`config.mk`:
```
export PLATFORM = sky130hd
export DESIGN_NAME = vp_mode_sched
export DESIGN_NICKNAME = d
export VERILOG_FILES = /design/src/rtl/vp_mode_sched.sv
export SDC_FILE = /design/constraint.sdc
export NUM_CORES = 1
export LEC_CHECK = 0
export CORE_MARGIN = 5
export CORE_UTILIZATION = 38
export CTS_BUF_LIST = sky130_fd_sc_hd__clkbuf_8
export CTS_CLUSTER_DIAMETER = 120
export DETAILED_ROUTE_END_ITERATION = 10
export SLEW_MARGIN = 20
export SYNTH_ARGS = -nofsm -noshare
export SYNTH_HDL_FRONTEND = slang
export SYNTH_SLANG_ARGS = --single-unit
export TNS_END_PERCENT = 50
```
`constraint.sdc`:
```
create_clock -name clk -period 3.3 [get_ports clk]
set_input_delay 0.495 -clock clk [delete_from_list [all_inputs] [get_ports clk]]
set_output_delay 0.495 -clock clk [all_outputs]
set_load 0.02 [all_outputs]
```
`src/rtl/vp_mode_sched.sv`:
```
// vp_mode_sched: frame-synchronous mode scheduler for the vp pipeline.
// Measures frame geometry from de/v_sync, declares timing lock, and applies the
// requested mode only at a locked frame boundary (RGB passthrough otherwise).
// Optional macro VP_MODE_AUTOCYCLE_EN: ignore sw_req and step the mode every
// CYCLE_FRAMES locked frame boundaries.
module vp_mode_sched #(
  parameter int unsigned CNT_W          = 12,
  parameter int unsigned MAX_MODE       = 4,
  parameter bit          VS_ACTIVE_HIGH = 1'b1
`ifdef VP_MODE_AUTOCYCLE_EN
  , parameter int unsigned CYCLE_FRAMES = 60
`endif
) (
  input  logic             clk,
  input  logic             rst,
  input  logic             de_in,
  input  logic             h_sync_in,
  input  logic             v_sync_in,
  input  logic [2:0]       sw_req,
  output logic [2:0]       sw,
  output logic             locked,
  output logic             frame_start,
  output logic [CNT_W-1:0] width,
  output logic [CNT_W-1:0] height,
  output logic [15:0]      frame_cnt
);

  localparam logic [CNT_W-1:0] CNT_MAX  = '1;
  localparam logic [2:0]       MODE_MAX = 3'(MAX_MODE);

  typedef enum logic [1:0] {S_WAIT, S_MEAS, S_CHECK, S_LOCK} state_t;

  state_t           state_q;
  logic             vs_q, de_q;
  logic [CNT_W-1:0] px_cnt_q, px_cnt_d, ln_cnt_q, ln_cnt_d, line_w_q, line_w_d;
  logic             frame_bad_q, frame_bad_d;
  logic [CNT_W-1:0] ref_w_q, ref_h_q;
  logic [2:0]       sw_q;
  logic             locked_q, frame_start_q;
  logic [CNT_W-1:0] width_q, height_q;
  logic [15:0]      frame_cnt_q;

  logic             fb, de_fall, frame_ok, geom_match, enter_lock, stay_lock;
  logic [CNT_W-1:0] px_e, ln_e, lw_e;
  logic             bad_e;
  logic [2:0]       sw_enter, sw_stay;

  // h_sync is reserved for later passthrough checks
  logic unused_hsync;
  assign unused_hsync = h_sync_in;

  assign fb      = VS_ACTIVE_HIGH ? (v_sync_in & ~vs_q) : (~v_sync_in & vs_q);
  assign de_fall = de_q & ~de_in;

  // Per-frame geometry tracking; a fb cycle closes the frame and restarts the counters
  always_comb begin
    px_e  = px_cnt_q;
    ln_e  = ln_cnt_q;
    lw_e  = line_w_q;
    bad_e = frame_bad_q;
    if (de_fall) begin
      if (ln_cnt_q == '0) begin
        lw_e = px_cnt_q;
      end else if (px_cnt_q != line_w_q) begin
        bad_e = 1'b1;
      end
      if (ln_cnt_q == CNT_MAX) bad_e = 1'b1;
      else                     ln_e  = ln_cnt_q + CNT_W'(1);
      px_e = '0;
    end else if (de_in) begin
      if (px_cnt_q == CNT_MAX) bad_e = 1'b1;
      else                     px_e  = px_cnt_q + CNT_W'(1);
    end
    frame_ok   = !bad_e && (ln_e != '0);
    geom_match = (lw_e == ref_w_q) && (ln_e == ref_h_q);
    if (fb) begin
      // de high in the fb cycle belongs to the new frame
      px_cnt_d    = de_in ? CNT_W'(1) : '0;
      ln_cnt_d    = '0;
      line_w_d    = '0;
      frame_bad_d = 1'b0;
    end else begin
      px_cnt_d    = px_e;
      ln_cnt_d    = ln_e;
      line_w_d    = lw_e;
      frame_bad_d = bad_e;
    end
  end

  assign enter_lock = fb && (state_q == S_CHECK) && frame_ok && geom_match;
  assign stay_lock  = fb && (state_q == S_LOCK)  && frame_ok && geom_match;

`ifdef VP_MODE_AUTOCYCLE_EN
  localparam int unsigned CYC_W = $clog2(CYCLE_FRAMES + 1);

  logic [CYC_W-1:0] cyc_q, cyc_d, cyc_inc;
  logic [2:0]       unused_sw_req;
  assign unused_sw_req = sw_req;

  // Auto-cycle: step the mode every CYCLE_FRAMES locked boundaries
  always_comb begin
    cyc_inc  = cyc_q + CYC_W'(1);
    cyc_d    = cyc_q;
    sw_enter = '0;
    sw_stay  = sw_q;
    if (stay_lock) begin
      if (cyc_inc == CYC_W'(CYCLE_FRAMES)) begin
        cyc_d   = '0;
        sw_stay = (sw_q >= MODE_MAX) ? 3'd0 : sw_q + 3'(1);
      end else begin
        cyc_d = cyc_inc;
      end
    end else if (fb) begin
      cyc_d = '0;
    end
  end

  // Auto-cycle frame counter
  always_ff @(posedge clk) begin
    if (rst) cyc_q <= '0;
    else     cyc_q <= cyc_d;
  end
`else
  // Switch request: illegal codes keep the current mode
  always_comb begin
    sw_enter = (sw_req <= MODE_MAX) ? sw_req : sw_q;
    sw_stay  = sw_enter;
  end
`endif

  // Lock FSM, counters and registered outputs
  always_ff @(posedge clk) begin
    if (rst) begin
      state_q       <= S_WAIT;
      vs_q          <= 1'b0;
      de_q          <= 1'b0;
      px_cnt_q      <= '0;
      ln_cnt_q      <= '0;
      line_w_q      <= '0;
      frame_bad_q   <= 1'b0;
      ref_w_q       <= '0;
      ref_h_q       <= '0;
      sw_q          <= '0;
      locked_q      <= 1'b0;
      frame_start_q <= 1'b0;
      width_q       <= '0;
      height_q      <= '0;
      frame_cnt_q   <= '0;
    end else begin
      vs_q          <= v_sync_in;
      de_q          <= de_in;
      px_cnt_q      <= px_cnt_d;
      ln_cnt_q      <= ln_cnt_d;
      line_w_q      <= line_w_d;
      frame_bad_q   <= frame_bad_d;
      frame_start_q <= fb;
      if (fb) begin
        case (state_q)
          S_WAIT: state_q <= S_MEAS;
          S_MEAS: begin
            if (frame_ok) begin
              ref_w_q <= lw_e;
              ref_h_q <= ln_e;
              state_q <= S_CHECK;
            end
          end
          S_CHECK: begin
            if (enter_lock) begin
              state_q     <= S_LOCK;
              locked_q    <= 1'b1;
              width_q     <= ref_w_q;
              height_q    <= ref_h_q;
              frame_cnt_q <= '0;
              sw_q        <= sw_enter;
            end else if (frame_ok) begin
              ref_w_q <= lw_e;
              ref_h_q <= ln_e;
            end else begin
              state_q <= S_MEAS;
            end
          end
          S_LOCK: begin
            if (stay_lock) begin
              frame_cnt_q <= frame_cnt_q + 16'd1;
              sw_q        <= sw_stay;
            end else begin
              state_q  <= S_MEAS;
              locked_q <= 1'b0;
              sw_q     <= '0;
            end
          end
          default: state_q <= S_WAIT;
        endcase
      end
    end
  end

  assign sw          = sw_q;
  assign locked      = locked_q;
  assign frame_start = frame_start_q;
  assign width       = width_q;
  assign height      = height_q;
  assign frame_cnt   = frame_cnt_q;

endmodule

```
==> run_results.csv, run 1 <==
group,metric,value,unit
synth,yosysSeqAreaShare,36.64,%
pwr,finalPower,2.539,mW
worst_setup_path,cp-start-kind,"register",
cells_and_area,instances_no_fill,1030,
worst_setup_path,crit_chain,"ha_4 -> nand4_1 -> buf_12 -> a2111o_1 -> a222oi_1 -> and4b_4 -> a21oi_1 -> and2_1 -> and3_1 -> a221o_1 -> a22o_1",
cells_and_area,layout_commonest_cell,"nor2_1",
synth,synthFlopType,"dfxtp_1",
sta,finalSetupViolCount,0,
synth,synth_edf_count,0,
clock_tree,clk_latency,0.39,ns
global_routing,grt_max_degree,37,
synth,synthTopCellsByArea,"dfxtp_1, nor2_1, mux2i_1",
placed_design,dpl_cell_area,7297,um2
synth,syn_area_per_cell,8.548,um2
global_routing,grtUsageTotal,19.56,%
clock_tree,clockRootBuffer,"clkbuf_8",
placed_design,place_hpwl,13.45,mm
cells_and_area,fin_util,49.41,%
clock_tree,cts_buffers,9,
floorplanning,die_h,135.8,um
worst_setup_path,crit_type,"reg -> reg",
floorplanning,initial_core_util,38.25,%
clock_tree,cts_tree,"yes",
route,drc,0,
floorplanning,dieArea,18430,um2
clock_tree,clk_path_buf_depth,2,
global_routing,grt_pass1_wl,28.88,mm
cells_and_area,area_delta_synth_final,29.19,%
global_routing,antenna_found_initial,0,
placed_design,pre_cts_ws,-0.5613,ns
sta,fin_ws,0.1344,ns
floorplanning,ios,53,
route,detail_route.iter0.violations,333,
route,dr.pass1.iters,5,
synth,mappedNetlistNets,719,
worst_setup_path,setup.worst_path.end_class,"register",
route,postRouteAntennaNets,0,
cells_and_area,drive_gt1_share,19.53,%
global_routing,grt_pass1_vias,5435,
worst_setup_path,rr_worst_depth,11,
worst_setup_path,slowest_stage,"a222oi_1",
floorplanning,core_area,15710,um2
placed_design,gp_congestion,0.9267,
sta,report.final.slew_viol_count,0,
cells_and_area,final_cell_area,7764,um2
synth,yosys.cell_types.count,71,
cells_and_area,layout_common_cells,"nor2_1, dfxtp_1, buf_4",
floorplanning,rows,46,
cells_and_area,antennaDiodeCount,0,
pwr,p_leak,2.774,nW
cells_and_area,final_nets,825,
clock_tree,cts.clk_slew.worst_paths,0.11,ns
clock_tree,htree_levels,3,
synth,ys_seq_elements,110,
pwr,p_per_area,327.0,nW/um2
synth,synth.cell_area,6010,um2
sta,fmax,315.9,MHz
route,vias,5565,
placed_design,place.port_buffers,51,
synth,ys_warn_count,0,
worst_hold_path,hp-class,"reg -> reg",
sta,rsz0062_at_grt,"true",
sta,slew_headroom,61.10,%
synth,async_flop_share,0,%
worst_setup_path,crit_arrival,3.46,ns
worst_hold_path,min_path_cells,1,
route,viasPerCell,5.403,
clock_tree,cts.sinks,110,
worst_setup_path,required,3.59,ns
outcome,status,"complete, no violations",
floorplanning,die_width,135.8,um
sta,period_share,95.93,%
worst_setup_path,critPathMaxStageDelay,0.39,ns
sta,fin_crit,3.166,ns
global_routing,overflow,0,
placed_design,dp.cells,1009,
pwr,ir_drop,0.0002389,V
synth,synth_top_area_cell,"dfxtp_1",
sta,worst_pin_slew,0.5774,ns
sta,clock_skew,0.01987,ns
route,routed_wl,17.59,mm
run,drv_cap,0,
synth,synth_top_area_share,36.64,%
synth,synthCells,703,
worst_setup_path,worstPathMaxFanout,13,
cells_and_area,nFillCells,1486,
route,wl_per_cell,17.08,um
sta,final_hold_viol_count,0,
state kept, by name (all words and copies together) (netlist names):
| signal | count |
|---|---|
| ln_cnt_q | 12 |
| px_cnt_q | 12 |
| ref_w_q | 12 |
| state_q | 2 |
| locked | 1 |
| sw | 3 |
| frame_cnt | 16 |
| frame_bad_q | 1 |
| vs_q | 1 |
| height | 12 |
| ref_h_q | 12 |
| de_q | 1 |
| line_w_q | 12 |
| width | 12 |
| frame_start | 1 |
synth_stat cells, drive strengths merged (18+ instances only):
library cell    n
nand4          18
nand2b         19
a211oi         23
nand3          22
a21oi          21
xnor2          36
clkbuf         33
dfxtp         110
mux2i          42
nor2          118
xor2           19
nand2          29
nor3           25
worst max-delay path: cells and delay by family (launching register included):
family | cells | cell delay (ns)
compound gates | 5 | 1.44
fa+ha+maj | 1 | 0.16
buf+inv | 1 | 0.20
flops | 1 | 0.37
simple gates | 4 | 0.88
metrics by stage:
stage                     hold WS (ns)  TNS, ns
after global routing            0.4744  -0.2536
after floorplan                 0.4059        0
after CTS                       0.4451        0
after global placement          0.4269   -24.38
final                           0.4447        0
after detailed placement        0.4233   -27.92
layer usage:
layer  routed length [um]  global-route usage, %  vias to the layer above
met4                  373                  5.711                        0
li1                     -                      -                     2732
met3                  848                  3.418                       25
met2                 7832                  30.01                      145
met5                    0                      0                        -
met1                 8537                  28.12                     2663
path summary, 6_finish.rpt:
kind / from / end / slack, ns
max: ln_cnt_q[0]$_SDFF_PP0_ / sw[1]$_SDFFE_PP0P_ / 0.13
min: vs_q$_SDFF_PP0_ / frame_start$_SDFF_PP0_ / 0.44
max reg2reg: ln_cnt_q[0]$_SDFF_PP0_ / sw[1]$_SDFFE_PP0P_ / 0.13
min reg2reg: vs_q$_SDFF_PP0_ / frame_start$_SDFF_PP0_ / 0.44
kinds of logic (layout without fill, tap and decap cells):
kind of cell | count (synthesis) | in the layout | synth area share, %
AO/OA/AOI/OAI | 119 | 119 | 15.43
XOR/XNOR | 55 | 55 | 8.016
adder cells (fa/ha/maj) | 8 | 8 | 1.666
buffers and inverters | 65 | 176 | 4.747
flip-flops | 110 | 110 | 36.64
multiplexers | 45 | 45 | 7.558
AND/OR/NAND/NOR | 301 | 301 | 25.94
power by group:
group          internal, mW  leakage, nW  switching, mW  total [mW]
clock network         0.445        0.119          0.500       0.945
logic                 0.104         1.77          0.137       0.240
registers              1.34        0.890         0.0148        1.35
cell type report:
type / count / area, um2 / area share (%)
clock inverters: 7 / 113.9 / 1.467
flip-flops and latches: 110 / 2208 / 28.44
multi-input cells: 528 / 3702 / 47.69
well taps: 216 / 270.3 / 3.481
repair buffers: 145 / 1289 / 16.60
inverters: 15 / 56.30 / 0.7252
clock buffers: 9 / 123.9 / 1.595
repair_timing:
item                                    4_1_cts  5_1_grt
endpoints found under the setup margin       58       67
resized for setup                            16       31
pin swaps                                     4        9
hold buffers                                  0        0
setup buffers                                 1        4
No activity file was read; power rests on OpenSTA's default activity.
==> run 2, diff against run 1 <==
--- a/config.mk
+++ b/config.mk
@@ -9,6 +9,7 @@
 export CORE_UTILIZATION = 38
 export CTS_BUF_LIST = sky130_fd_sc_hd__clkbuf_8
 export CTS_CLUSTER_DIAMETER = 120
+export CTS_CLUSTER_SIZE = 24
 export DETAILED_ROUTE_END_ITERATION = 10
 export SLEW_MARGIN = 20
 export SYNTH_ARGS = -nofsm -noshare
==> results of run 2 <==
No change in the layout: final DEF, timing and power equal those of run 1.
